`src/rtl/data_mem_if.sv`:
```
// Request/response bus between an initiator and the data memory responder.
// One request in flight; the response is held until the initiator takes it.
interface data_mem_if;
    logic        req_valid;
    logic        req_ready;
    logic        req_we;
    logic [31:0] req_addr;
    logic [31:0] req_wdata;
    logic [3:0]  req_be;
    logic        resp_valid;
    logic        resp_ready;
    logic [31:0] resp_rdata;
    logic        resp_err;

    modport master (
        output req_valid, req_we, req_addr, req_wdata, req_be, resp_ready,
        input  req_ready, resp_valid, resp_rdata, resp_err
    );

    modport slave (
        input  req_valid, req_we, req_addr, req_wdata, req_be, resp_ready,
        output req_ready, resp_valid, resp_rdata, resp_err
    );
endinterface

```
`src/rtl/data_mem_responder.sv`:
```
// Word-addressed data memory with byte enables and a fixed response latency.
// Handles one transaction at a time: IDLE accepts, WAIT counts, RESP holds the answer.
module data_mem_responder #(
    parameter int unsigned ENTRY_COUNT = 32,
    parameter int unsigned LATENCY     = 2
) (
    input logic       clk,
    input logic       rst,
    data_mem_if.slave bus
);

    localparam int unsigned IdxW       = (ENTRY_COUNT > 1) ? $clog2(ENTRY_COUNT) : 1;
    localparam logic [29:0] EntryLimit = 30'(ENTRY_COUNT);

    typedef enum logic [1:0] {StIdle, StWait, StResp} state_e;

    state_e      r_state;
    state_e      w_state_next;
    logic [3:0]  r_cnt;
    logic        r_in_rst;
    logic        r_we;
    logic [31:0] r_addr;
    logic [31:0] r_wdata;
    logic [3:0]  r_be;
    logic [31:0] r_mem [ENTRY_COUNT];
    logic [31:0] r_rdata;
    logic        r_err;

    logic            w_accept;
    logic            w_enter_resp;
    logic            w_we;
    logic [31:0]     w_addr;
    logic [31:0]     w_wdata;
    logic [3:0]      w_be;
    logic [29:0]     w_idx;
    logic [IdxW-1:0] w_mem_idx;
    logic            w_err;
    logic [31:0]     w_merged;

    assign bus.req_ready  = (r_state == StIdle) && !r_in_rst;
    assign bus.resp_valid = (r_state == StResp);
    assign bus.resp_rdata = r_rdata;
    assign bus.resp_err   = r_err;

    assign w_accept     = bus.req_valid && bus.req_ready;
    assign w_enter_resp = (w_state_next == StResp) && (r_state != StResp);

    // With LATENCY = 1 the commit happens on the accept edge, before the latch is loaded.
    assign w_we    = (r_state == StIdle) ? bus.req_we    : r_we;
    assign w_addr  = (r_state == StIdle) ? bus.req_addr  : r_addr;
    assign w_wdata = (r_state == StIdle) ? bus.req_wdata : r_wdata;
    assign w_be    = (r_state == StIdle) ? bus.req_be    : r_be;

    assign w_idx     = w_addr[31:2];
    assign w_mem_idx = w_addr[IdxW+1:2];
    assign w_err     = (w_addr[1:0] != 2'b00) || (w_idx >= EntryLimit);

    always_comb begin
        w_merged = r_mem[w_mem_idx];
        for (int b = 0; b < 4; b++) begin
            if (w_be[b]) begin
                w_merged[8*b +: 8] = w_wdata[8*b +: 8];
            end
        end
    end

    always_comb begin
        w_state_next = r_state;
        unique case (r_state)
            StIdle: begin
                if (w_accept) begin
                    w_state_next = (LATENCY > 1) ? StWait : StResp;
                end
            end
            StWait: begin
                if (r_cnt == 4'd1) begin
                    w_state_next = StResp;
                end
            end
            StResp: begin
                if (bus.resp_ready) begin
                    w_state_next = StIdle;
                end
            end
            default: w_state_next = StIdle;
        endcase
    end

    always_ff @(posedge clk) begin
        if (rst) begin
            r_state <= StIdle;
        end else begin
            r_state <= w_state_next;
        end
    end

    always_ff @(posedge clk) begin
        if (rst) begin
            r_cnt    <= 4'd0;
            r_in_rst <= 1'b1;
            r_we     <= 1'b0;
            r_addr   <= '0;
            r_wdata  <= '0;
            r_be     <= '0;
            r_rdata  <= '0;
            r_err    <= 1'b0;
            for (int i = 0; i < int'(ENTRY_COUNT); i++) begin
                r_mem[i] <= '0;
            end
        end else begin
            r_in_rst <= 1'b0;
            if (w_accept) begin
                r_we    <= bus.req_we;
                r_addr  <= bus.req_addr;
                r_wdata <= bus.req_wdata;
                r_be    <= bus.req_be;
                r_cnt   <= 4'(LATENCY - 1);
            end else if (r_state == StWait) begin
                r_cnt <= r_cnt - 4'd1;
            end

            if (w_enter_resp) begin
                r_err   <= w_err;
                r_rdata <= (w_err || w_we) ? '0 : r_mem[w_mem_idx];
                if (!w_err && w_we) begin
                    r_mem[w_mem_idx] <= w_merged;
                end
            end
        end
    end

endmodule

```
`src/flat_wrapper.sv`:
```
// flat-port wrapper written by rule: the top's interface ports become plain ports
module data_mem_responder_flat 
#(
    parameter int unsigned ENTRY_COUNT = 32,
    parameter int unsigned LATENCY     = 2
)
  (clk, rst, bus_req_valid, bus_req_we, bus_req_addr, bus_req_wdata, bus_req_be, bus_resp_ready, bus_req_ready, bus_resp_valid, bus_resp_rdata, bus_resp_err);
  data_mem_if bus_i ();
  input logic clk;
  input logic rst;
  input wire logic [$bits(bus_i.req_valid)-1:0] bus_req_valid;
  input wire logic [$bits(bus_i.req_we)-1:0] bus_req_we;
  input wire logic [$bits(bus_i.req_addr)-1:0] bus_req_addr;
  input wire logic [$bits(bus_i.req_wdata)-1:0] bus_req_wdata;
  input wire logic [$bits(bus_i.req_be)-1:0] bus_req_be;
  input wire logic [$bits(bus_i.resp_ready)-1:0] bus_resp_ready;
  output wire logic [$bits(bus_i.req_ready)-1:0] bus_req_ready;
  output wire logic [$bits(bus_i.resp_valid)-1:0] bus_resp_valid;
  output wire logic [$bits(bus_i.resp_rdata)-1:0] bus_resp_rdata;
  output wire logic [$bits(bus_i.resp_err)-1:0] bus_resp_err;
  assign bus_i.req_valid = bus_req_valid;
  assign bus_i.req_we = bus_req_we;
  assign bus_i.req_addr = bus_req_addr;
  assign bus_i.req_wdata = bus_req_wdata;
  assign bus_i.req_be = bus_req_be;
  assign bus_i.resp_ready = bus_resp_ready;
  assign bus_req_ready = bus_i.req_ready;
  assign bus_resp_valid = bus_i.resp_valid;
  assign bus_resp_rdata = bus_i.resp_rdata;
  assign bus_resp_err = bus_i.resp_err;
  data_mem_responder #(.ENTRY_COUNT(ENTRY_COUNT), .LATENCY(LATENCY)) u_core (.clk(clk), .rst(rst), .bus(bus_i));
endmodule
```
`config.mk`:
```
export PLATFORM = sky130hd
export DESIGN_NAME = data_mem_responder_flat
export DESIGN_NICKNAME = d
export VERILOG_FILES = /design/src/rtl/data_mem_if.sv /design/src/rtl/data_mem_responder.sv /design/src/flat_wrapper.sv
export SDC_FILE = /design/constraint.sdc
export NUM_CORES = 2
export LEC_CHECK = 0
export ABC_AREA = 1
export BUFFER_PORTS_ARGS = -buffer_cell sky130_fd_sc_hd__buf_2
export CAP_MARGIN = 20
export CORE_MARGIN = 8
export CORE_UTILIZATION = 35
export DETAILED_ROUTE_END_ITERATION = 16
export PLACE_DENSITY = 0.48
export RECOVER_POWER = 50
export SYNTH_ARGS = -nofsm -noshare
export SYNTH_HDL_FRONTEND = slang
export SYNTH_SLANG_ARGS = --single-unit
```
`constraint.sdc`:
```
create_clock -name clk -period 5.75 [get_ports clk]
set_input_delay 0.575 -clock clk [delete_from_list [all_inputs] [get_ports clk]]
set_output_delay 0.575 -clock clk [all_outputs]
set_load 0.02 [all_outputs]
```
==> results by group <==
Outcome
  • Outcome: complete, but fails checks
  • Failing checks: capacitance limit, slew limit

Setup path
  • Worst setup path startpoint: u_core.r_state[1]
  • Crit path required time: approximately 6 ns
  • Setup crit end: u_core.r_mem[17][13]
  • Startpoint Class: flop
  • FF-to-FF path depth: 10
  • Worst-path fanout max: 22
  • R2r setup slk: 0.41 ns
  • Worst R2R End: u_core.r_mem[17][13]
  • WS Path Type: flop to flop
  • FF-to-FF Start: u_core.r_state[1]
  • CP arrival: 5.72 ns
  • Crit. End Element: flop

Clock network
  • CTS tree: done
  • H-Tree Depth: 4
  • Setup Buffers After CTS: 0
  • Clk sinks: 1133
  • CTS Root Cell: clkbuf_16
  • Post-CTS sizing: 0
  • Post-CTS Hold Buffers: 0
  • Clock latency on the worst-skew pair: 0.77 ns
  • CTS Buf Count: 133
  • Clock Path Buffers: 3
  • Clock slew at reported path FFs: ~0.060 ns

Place
  • DP HPWL: 125 mm
  • Routability congestion estimate: between 0.8 and 0.9
  • Placed Cells: 7940
  • IO buf count: about 110

Synthesis
  • Yosys reg bits: 1133
  • Post-synth EDFFs: 1024
  • Register area share after synthesis: 0.597
  • Asr flop ratio synth: 0
  • Synthesized instance count: 6054
  • Yosys warning count: 0
  • Synth Cell Area: 55200 sq um
  • Yosys cell types: 35
  • Syn avg cell area: 9.11 sq um
  • Synth Net Count: 6129
  • Post-synth top flop: edfxtp_1

Route
  • M1 wire length: 90.0 mm
  • Routed WL per cell: 25.5 um
  • DRC Markers: 0
  • DRT iter0 DRCs: 4449
  • Met3 WL: 16.1 mm
  • Met2 WL: 94.1 mm
  • Post-Route WL: 209 mm
  • Top sig layer: met5
  • Routed Antenna Nets: 0
  • Vias per inst: around 5.2
  • Vias: about 43k
  • Drt pass-1 iters: 8

Floorplanning
  • Initial Util: 0.353
  • Ports: between 100 and 150
  • Die W: roughly 410 um
  • FP Rows: 145
  • Die ar.: 171000 sq um
  • Core area: approximately 160000 sq um
  • Die H: 413 um

Pwr
  • Clk pwr share: 0.391
  • Worst IR drop on VDD: 0.282 mV
  • Logic gate share of total power: 0.172
  • Cell Int Power: 0.0148 W
  • Sw Ratio: 0.308
  • Pwr Density: 347 nW/um^2
  • Net Switching: 0.00657 W
  • Leak: ~25 nW
  • Flop pwr share: 0.437

Final layout
  • Layout Cells excl Fill: 8186
  • Final net count: between 6k and 7k
  • Layout cells sized above 1: 0.157
  • Filler cells: 15.8k
  • P&R area growth vs syn: 11.3%

STA
  • Final setup skew: between 0.02 and 0.03 ns
  • Final hold violations: 0
  • Tcrit/Tclk final: 0.928
  • Slew HR: -0.394
  • Setup TNS: 0 ns
  • Hold slack: 0.0742 ns
  • Final number of setup-violating endpoints: 0
  • RSZ-0062 raised after global routing: no
  • Max Slew Vio Count: 67
  • Fmax: 0.187 GHz
  • Slew @ Worst Pin: 2.09 ns
  • Min Clock Period, post-route: approximately 5.3 ns

Global route
  • GRT Resource Usage Total: 0.239
  • Initial antenna violation count: 6
  • Vias in the first global route: approximately 41k
  • Total congestion overflow: 0
  • Largest net degree at the start of global routing: 103
  • First-pass GRT wire length: 299 mm

Run
  • Max-Cap Viols: 5

Worst hold path
  • Hold Crit Class: primary input to flop
## cells in the mapped netlist (3+ instances only)
master,n,share of area
a21oi_1,104,0.0094
buf_1,28,0.0019
buf_2,131,0.012
buf_4,7,0.00095
buf_6,104,0.021
clkbuf_1,223,0.015
dfxtp_1,109,0.040
edfxtp_1,1024,0.56
inv_1,68,0.0046
nand2_1,2385,0.16
nand2_2,28,0.0032
nand2_4,3,0.00061
nand3_1,560,0.051
nand3_2,7,0.0013
nand4_1,16,0.0018
nand4_2,20,0.0045
nor2_1,637,0.043
nor2_2,472,0.054
nor2_4,4,0.00082
nor3_4,8,0.0024
nor4_1,6,0.00068
o211ai_1,32,0.0044
o21ai_0,55,0.0050
o21ai_1,4,0.00036
o21ai_2,5,0.00079
## cell type report
type,instances,area [sq um],share of cell area
sequential,1133,32900,0.536
tap,2058,2570,0.0419
inverter,71,278,0.00452
clock buffer,182,3680,0.0600
multi-input combinational,4357,19100,0.311
antenna,4,10.0,0.000163
clock inverter,58,498,0.00811
timing repair buffer,323,2340,0.0381
## power by group through the flow
stage               sequential, W  clock, W  combinational (W)
global route              0.00934   0.00876            0.00388
floorplan                 0.00947         0            0.00223
CTS                       0.00931   0.00846            0.00370
finish                    0.00931   0.00834            0.00367
detailed placement        0.00948         0            0.00369
global placement          0.00947         0            0.00369
## critical path, cell delays in order (launching register included)
cell	delay [ns]
dfxtp_1	0.40
inv_1	0.10
nand2_1	0.54
nand3_1	0.13
nand2_1	0.15
nand3_1	0.09
nor2_1	1.41
clkbuf_1	0.45
nand4_2	0.14
nand2_1	0.62
clkbuf_2	0.87
## layer usage
metal  GRT usage  up-vias
met4      0.0887        2
li1            -    19700
met2       0.374     1691
met3      0.0420      305
met5           0        -
met1       0.333    21000
## worst min-delay path by stage
| stage | end | depth (start not counted) | slack [ns] | start |
|---|---|---|---|---|
| floorplan | u_core.r_addr[0] | 2 | 0.43 | u_core.r_addr[0] |
| global placement | u_core.r_wdata[13] | 2 | 0.44 | u_core.r_wdata[13] |
| detailed placement | u_core.r_wdata[12] | 2 | 0.44 | u_core.r_wdata[12] |
| CTS | u_core.r_state[1] | 4 | 0.02 | bus_resp_ready |
| global route | u_core.r_state[1] | 4 | 0.07 | bus_resp_ready |
| finish | u_core.r_state[1] | 4 | 0.07 | bus_resp_ready |
## sequential cells by signal, summed over array words and instances (netlist names)
name,flops
u_core.bus.resp_err,1
u_core.bus.resp_rdata,32
u_core.r_addr,32
u_core.r_be,4
u_core.r_cnt,4
u_core.r_in_rst,1
u_core.r_mem,1024
u_core.r_state,2
u_core.r_wdata,32
u_core.r_we,1
## metrics by stage
stage / worst slack (ns) / utilization / total power [W] / area, sq um
CTS: 0.989 / 0.395 / 0.0215 / 61800
global route: 0.353 / 0.393 / 0.0220 / 61400
global placement: 1.03 / 0.368 / 0.0132 / 57600
finish: 0.412 / 0.393 / 0.0213 / 61400
detailed placement: 1.03 / 0.368 / 0.0132 / 57600
floorplan: 2.66 / - / 0.0117 / 55200
## kinds of logic (layout without fill, tap and decap cells)
group	after synthesis	after routing	share of synthesized area
AND/OR/NAND/NOR	4151	4151	0.326
flip-flops	1133	1133	0.597
buffers and inverters	564	634	0.0560
AO/OA/AOI/OAI	202	202	0.0203
adder cells (fa/ha/maj)	2	2	0.000454
XOR/XNOR	2	2	0.000318
other	0	4	0
## cell usage in the layout (no fill, tap or decap), drive strengths merged, types with 32 or more instances in the layout
| cell type | instances |
|---|---|
| clkinv | 44 |
| dfxtp | 109 |
| o211ai | 32 |
| o21ai | 65 |
| edfxtp | 1024 |
| nor2 | 1113 |
| buf | 230 |
| nand3 | 567 |
| clkbuf | 275 |
| nand2 | 2416 |
| nand4 | 36 |
| a21oi | 104 |
| inv | 77 |
Power figures use the tool's default switching activity.
